### config.mk
export PLATFORM = sky130hd
export DESIGN_NAME = stopwatch_run_controller
export DESIGN_NICKNAME = d
export VERILOG_FILES = /design/src/rtl/stopwatch_run_controller_pkg.sv /design/src/rtl/stopwatch_run_controller_tick_prescaler.sv /design/src/rtl/stopwatch_run_controller.sv
export SDC_FILE = /design/constraint.sdc
export NUM_CORES = 1
export LEC_CHECK = 0
export ABC_CLOCK_PERIOD_IN_PS = 1900
export BUFFER_PORTS_ARGS = -buffer_cell sky130_fd_sc_hd__buf_4
export CAP_MARGIN = 20
export CORE_UTILIZATION = 45
export DETAILED_ROUTE_END_ITERATION = 7
export PLACE_DENSITY = 0.66
export SYNTH_ARGS = -nofsm -noshare
export SYNTH_HDL_FRONTEND = slang
export SYNTH_SLANG_ARGS = --single-unit
### constraint.sdc
create_clock -name clk -period 1.9 [get_ports clk]
set_input_delay 0.19 -clock clk [delete_from_list [all_inputs] [get_ports clk]]
set_output_delay 0.19 -clock clk [all_outputs]
set_load 0.02 [all_outputs]
### src/rtl/stopwatch_run_controller_pkg.sv
// Shared state encodings and sizing helper for the stopwatch run controller.
package stopwatch_run_controller_pkg;

   typedef enum logic [2:0] {
      ST_IDLE    = 3'd0,
      ST_LOADING = 3'd1,
      ST_RUNNING = 3'd2,
      ST_PAUSED  = 3'd3,
      ST_EXPIRED = 3'd4
   } state_t;

   // Counter width able to hold 0..n-1; never narrower than one bit.
   function automatic int cnt_w(input int n);
      return (n < 2) ? 1 : $clog2(n);
   endfunction

endpackage

### src/rtl/stopwatch_run_controller_tick_prescaler.sv
// Divides the system clock down to the base tick rate; holds its count while run is low.
module tick_prescaler
   import stopwatch_run_controller_pkg::*;
#(
   parameter int CLK_HZ  = 100_000_000,
   parameter int TICK_HZ = 100
) (
   input  logic clk,
   input  logic rst,
   input  logic run,
   input  logic zero,
   output logic tick
);

   localparam int DIV = CLK_HZ / TICK_HZ;
   localparam int W   = cnt_w(DIV);

   logic [W-1:0] cnt;

   assign tick = run && (cnt == W'(DIV - 1));

   always_ff @(posedge clk or negedge rst) begin
      if (!rst)
         cnt <= '0;
      else if (zero)
         cnt <= '0;
      else if (run)
         cnt <= tick ? '0 : cnt + 1'b1;
   end

endmodule

### src/rtl/stopwatch_run_controller.sv
// Run/pause/load/expiry sequencer for the cascaded stopwatch digit chain.
module stopwatch_run_controller
   import stopwatch_run_controller_pkg::*;
#(
   parameter int CLK_HZ      = 100_000_000,
   parameter int TICK_HZ     = 100,
   parameter int LOAD_CYCLES = 2
) (
   input  logic clk,
   input  logic rst,
   input  logic start_stop,
   input  logic clear,
   input  logic lap,
   input  logic load_req,
   input  logic mode_down,
   input  logic terminal,
   output logic cnt_enable,
   output logic cnt_up_down,
   output logic cnt_clear,
   output logic cnt_set,
   output logic load_drive,
   output logic lap_hold,
   output logic running,
   output logic alarm
);

   localparam int LW = cnt_w(LOAD_CYCLES);

   state_t        state;
   logic [LW-1:0] load_cnt;
   logic          tick;
   logic          presc_run;
   logic          presc_zero;

   // A pause edge must not advance the prescaler, so the fractional tick survives.
   assign presc_run  = (state == ST_RUNNING) && !start_stop && !clear;
   assign presc_zero = clear || (state == ST_IDLE) || (state == ST_LOADING) ||
                       (state == ST_EXPIRED);

   tick_prescaler #(
      .CLK_HZ  (CLK_HZ),
      .TICK_HZ (TICK_HZ)
   ) u_presc (
      .clk  (clk),
      .rst  (rst),
      .run  (presc_run),
      .zero (presc_zero),
      .tick (tick)
   );

   always_ff @(posedge clk or negedge rst) begin
      if (!rst) begin
         state       <= ST_IDLE;
         load_cnt    <= '0;
         cnt_enable  <= 1'b0;
         cnt_up_down <= 1'b1;
         cnt_clear   <= 1'b1;
         cnt_set     <= 1'b0;
         load_drive  <= 1'b0;
         lap_hold    <= 1'b0;
         running     <= 1'b0;
         alarm       <= 1'b0;
      end else begin
         cnt_enable <= 1'b0;
         cnt_clear  <= 1'b0;
         // Direction is only ever latched while idle.
         if (state == ST_IDLE)
            cnt_up_down <= ~mode_down;

         if (clear) begin
            state      <= ST_IDLE;
            cnt_clear  <= 1'b1;
            cnt_set    <= 1'b0;
            load_drive <= 1'b0;
            lap_hold   <= 1'b0;
            running    <= 1'b0;
            alarm      <= 1'b0;
         end else begin
            case (state)
               ST_IDLE: begin
                  if (start_stop) begin
                     state   <= ST_RUNNING;
                     running <= 1'b1;
                  end else if (load_req) begin
                     state      <= ST_LOADING;
                     load_cnt   <= '0;
                     cnt_set    <= 1'b1;
                     load_drive <= 1'b1;
                  end
               end
               ST_LOADING: begin
                  if (load_cnt == LW'(LOAD_CYCLES - 1)) begin
                     state      <= ST_IDLE;
                     cnt_set    <= 1'b0;
                     load_drive <= 1'b0;
                  end else begin
                     load_cnt <= load_cnt + 1'b1;
                  end
               end
               ST_RUNNING: begin
                  if (start_stop) begin
                     state   <= ST_PAUSED;
                     running <= 1'b0;
                  end else begin
                     if (lap)
                        lap_hold <= ~lap_hold;
                     // Terminal tick saturates instead of wrapping the chain.
                     if (tick) begin
                        if (terminal) begin
                           state   <= ST_EXPIRED;
                           running <= 1'b0;
                           alarm   <= 1'b1;
                        end else begin
                           cnt_enable <= 1'b1;
                        end
                     end
                  end
               end
               ST_PAUSED: begin
                  if (start_stop) begin
                     state   <= ST_RUNNING;
                     running <= 1'b1;
                  end else if (lap) begin
                     lap_hold <= 1'b0;
                  end
               end
               ST_EXPIRED: begin
                  if (start_stop) begin
                     state <= ST_IDLE;
                     alarm <= 1'b0;
                  end
               end
               default: begin
                  state   <= ST_IDLE;
                  running <= 1'b0;
                  alarm   <= 1'b0;
               end
            endcase
         end
      end
   end

endmodule

==> flow_metrics.env <==
export IMPL_status="complete, no violations"
export IMPL_rows=23
export IMPL_end_kind="flip-flop"
export IMPL_grt_met3_usage_pct=4.97
export IMPL_clk_latency_ps=290
export IMPL_cts_resized=0
export IMPL_hold_violations=0
export IMPL_drc=0
export IMPL_syn_inst=192
export IMPL_finalPower_mw=1.60
export IMPL_syn_num_nets=201
export IMPL_gr_total_overflow=0
export IMPL_power_leakage_nw=0.895
export IMPL_sw_frac_of_total_pct=24.6
export IMPL_dieWidth_um=66.7
export IMPL_wl_um=4350
export IMPL_dieArea_um2=4450
export IMPL_crit_chain="ha_1, and2_1, buf_4, nand2_4, or4_1, a21oi_1"
export IMPL_switchingPower_uw=394
export IMPL_relSlewSlack_pct=74.9
export IMPL_mostFrequentLayoutCell="buf_4"
export IMPL_grt_use_total_pct=22.4
export IMPL_syn_area_per_cell_um2=9.82
export IMPL_period_share_pct=94.7
export IMPL_required_ps=2110
export IMPL_clk_root_buffer_cell="clkbuf_8"
export IMPL_postLayoutCoreUtil_pct=55.6
export IMPL_synth_cell_types=53
export IMPL_worstPathMaxFanout=9
export IMPL_fill_cells=342
export IMPL_min_period_ps=1800
export IMPL_cts_made_buffers=5
export IMPL_nNetsFinal=226
export IMPL_fin_setup_tns_ps=0
export IMPL_drt_wirelength_per_cell_um=16.2
export IMPL_ys_flop_type="dfrtp_1"
export IMPL_clock_fmax_mhz=556
export IMPL_critPathArrivalTime_ps=2010
export IMPL_diodes=0
export IMPL_grt_max_degree=36
export IMPL_startpoint_type="flip-flop"
export IMPL_drive_gt1_share_pct=26.6
export IMPL_clkPwrFrac_pct=42.1
export IMPL_ys_seq_area_share_pct=41.3
export IMPL_port_buffers=15
export IMPL_cpMaxStageDelayCell="or4_1"
export IMPL_ir_drop_v=0.000416
export IMPL_p_seq_share_pct=44.4
export IMPL_intPower_mw=1.21
export IMPL_min_path_type="in -> reg"
export IMPL_drv_cap=0
export IMPL_finalNonFillerCells=268
export IMPL_path_class="reg -> reg"
export IMPL_die_h_um=66.7
export IMPL_clk_path_buf_depth=2
export IMPL_synth_edff_count=0
export IMPL_postCtsSetupRepairBufs=0
export IMPL_clkTransAtPathRegs_ps=70
export IMPL_viasPerCell=6.07
export IMPL_dp_hpwl_um=3160
export IMPL_ys_async_sr_fraction_pct=100
export IMPL_gp_congestion=0.843
export IMPL_use_met1_pct=27.6
export IMPL_slowest_delay_ps=500
export IMPL_multiInputGateArea_um2=997
export IMPL_start_util_pct=47.1
export IMPL_synth_seq_cells=31
export IMPL_comb_power_share_pct=13.5
export IMPL_grt_pass1_wl_um=7400
export IMPL_cts_sinks=31
export IMPL_power_density_nw_per_um2=721
export IMPL_drtAntennaViolNets=0
export IMPL_io_pins=16
export IMPL_syn_cell_area_um2=1890
export IMPL_regArea_um2=778
export IMPL_syn2layout_area_growth_pct=17.8
export IMPL_met2_usage_pct=37.5
export IMPL_grt_pass1_vias=1595
export IMPL_final_cell_mix="buf_4 (30), dfrtp_1 (29), a21oi_1 (15)"
export IMPL_worstMarginPinSlew_ps=368
export IMPL_num_vias=1627
export IMPL_grt_busiest_layer="met2"
export IMPL_drt_pass1_iter_count=4
export IMPL_drt_iter0_markers=116
export IMPL_cts_tree="built"
export IMPL_antenna_found_initial=0
export IMPL_rsz0062_at_grt="false"
export IMPL_cts_hold_buf=1
export IMPL_setup_viol=0
export IMPL_skew_ps=14.1
export IMPL_report_final_slew_viol_count=0
export IMPL_core_um2=4000
export IMPL_htree_levels=2
export IMPL_placed_cells=259
export IMPL_yosys_warnings=0
per-stage QoR:
stage                     instance area, µm²  worst slack [ps]  hold WS, ps
after floorplan                         1890               310         -106
after global placement                  2090               134          146
after detailed placement                2090               127          146
after CTS                               2220               103         47.3
after global routing                    2220              6.82         54.8
final                                   2220               102         51.7
worst paths after layout:
kind,startpoint,end,slack [ps],cells after the start
hold / removal,mode_down,cnt_up_down$_DFFE_PN1N_,50,2
hold reg to reg,cnt_up_down$_DFFE_PN1N_,cnt_up_down$_DFFE_PN1N_,520,2
setup / recovery,u_presc.cnt[0]$_DFFE_PN0P_,u_presc.cnt[12]$_DFFE_PN0P_,100,6
setup reg to reg,u_presc.cnt[0]$_DFFE_PN0P_,u_presc.cnt[12]$_DFFE_PN0P_,100,6
min in group asynchronous,rst,u_presc.cnt[13]$_DFFE_PN0P_,370,2
max in group asynchronous,rst,cnt_up_down$_DFFE_PN1N_,1200,2
power groups by stage:
stage                     logic (mW)  registers (mW)  clock network, mW
after floorplan                0.119           0.734                  0
after global placement         0.206           0.721                  0
after detailed placement       0.216           0.722                  0
after CTS                      0.218           0.710              0.683
after global routing           0.239           0.715              0.726
final                          0.216           0.710              0.675
metal layers:
metal  up-vias  wire length (µm)  part of all wire [%]
li1        795                 -                     -
met1       794              1940                    45
met2        31              2200                    51
met3         7               144                   3.3
met4         0                67                   1.5
met5         -                 0                     0
critical path: cells and delay by family (launching register included):
family | cells | cell delay, ps
AND/OR/NAND/NOR | 3 | 820
flip-flops | 1 | 390
adder cells (fa/ha/maj) | 1 | 180
buffers and inverters | 1 | 180
AO/OA/AOI/OAI | 1 | 160
layout make-up:
cell class,count,area share [%]
Clock inverter,2,1.58
Tap cell,50,2.82
Sequential cell,31,35.0
Inverter,3,0.507
Timing Repair Buffer,32,11.5
Clock buffer,6,3.72
Multi-Input combinational cell,144,44.9
cell usage after synthesis, types with 2 or more instances:
library cell	count	area, µm²
o31ai_1	10	75.1
dfstp_2	2	52.6
a21oi_2	2	17.5
nand4_1	5	31.3
nor4_1	4	25.0
nor3_1	4	20.0
nor2_1	6	22.5
o21ba_2	2	20.0
nor4b_1	3	26.3
o311ai_0	2	17.5
mux2i_1	3	30.0
nand4_4	2	42.5
nand3b_1	2	15.0
buf_2	4	20.0
nand3_1	7	35.0
or4_1	9	67.6
o21ai_0	8	40.0
a21oi_1	15	75.1
nand2_1	14	52.6
and3_2	2	15.0
and4_1	3	26.3
a211oi_1	2	15.0
dfrtp_1	29	726
inv_1	3	11.3
nor2b_1	2	12.5
o21ai_1	2	10.0
buf_6	5	56.3
clkbuf_1	4	15.0
and3_1	4	25.0
mux2_2	2	22.5
or3_1	5	31.3
o211ai_1	2	15.0
o31a_1	2	17.5
o21bai_1	2	15.0
state kept, by name, summed over array words and instances (netlist names):
signal,flops
cnt_clear,1
lap_hold,1
state,3
running,1
load_cnt,1
u_presc.cnt,20
cnt_up_down,1
alarm,1
cnt_enable,1
load_drive,1
cell families (layout without fill, tap and decap cells):
family / count (synthesis) / in the layout / share of synthesized area (%)
AO/OA/AOI/OAI: 57 / 57 / 21.4
XOR/XNOR: 1 / 1 / 0.465
AND/OR/NAND/NOR: 80 / 80 / 27.6
flip-flops: 31 / 31 / 41.3
adder cells (fa/ha/maj): 1 / 1 / 0.663
buffers and inverters: 17 / 43 / 5.84
multiplexers: 5 / 5 / 2.79
Note: power is estimated with default switching activity, not from simulation.
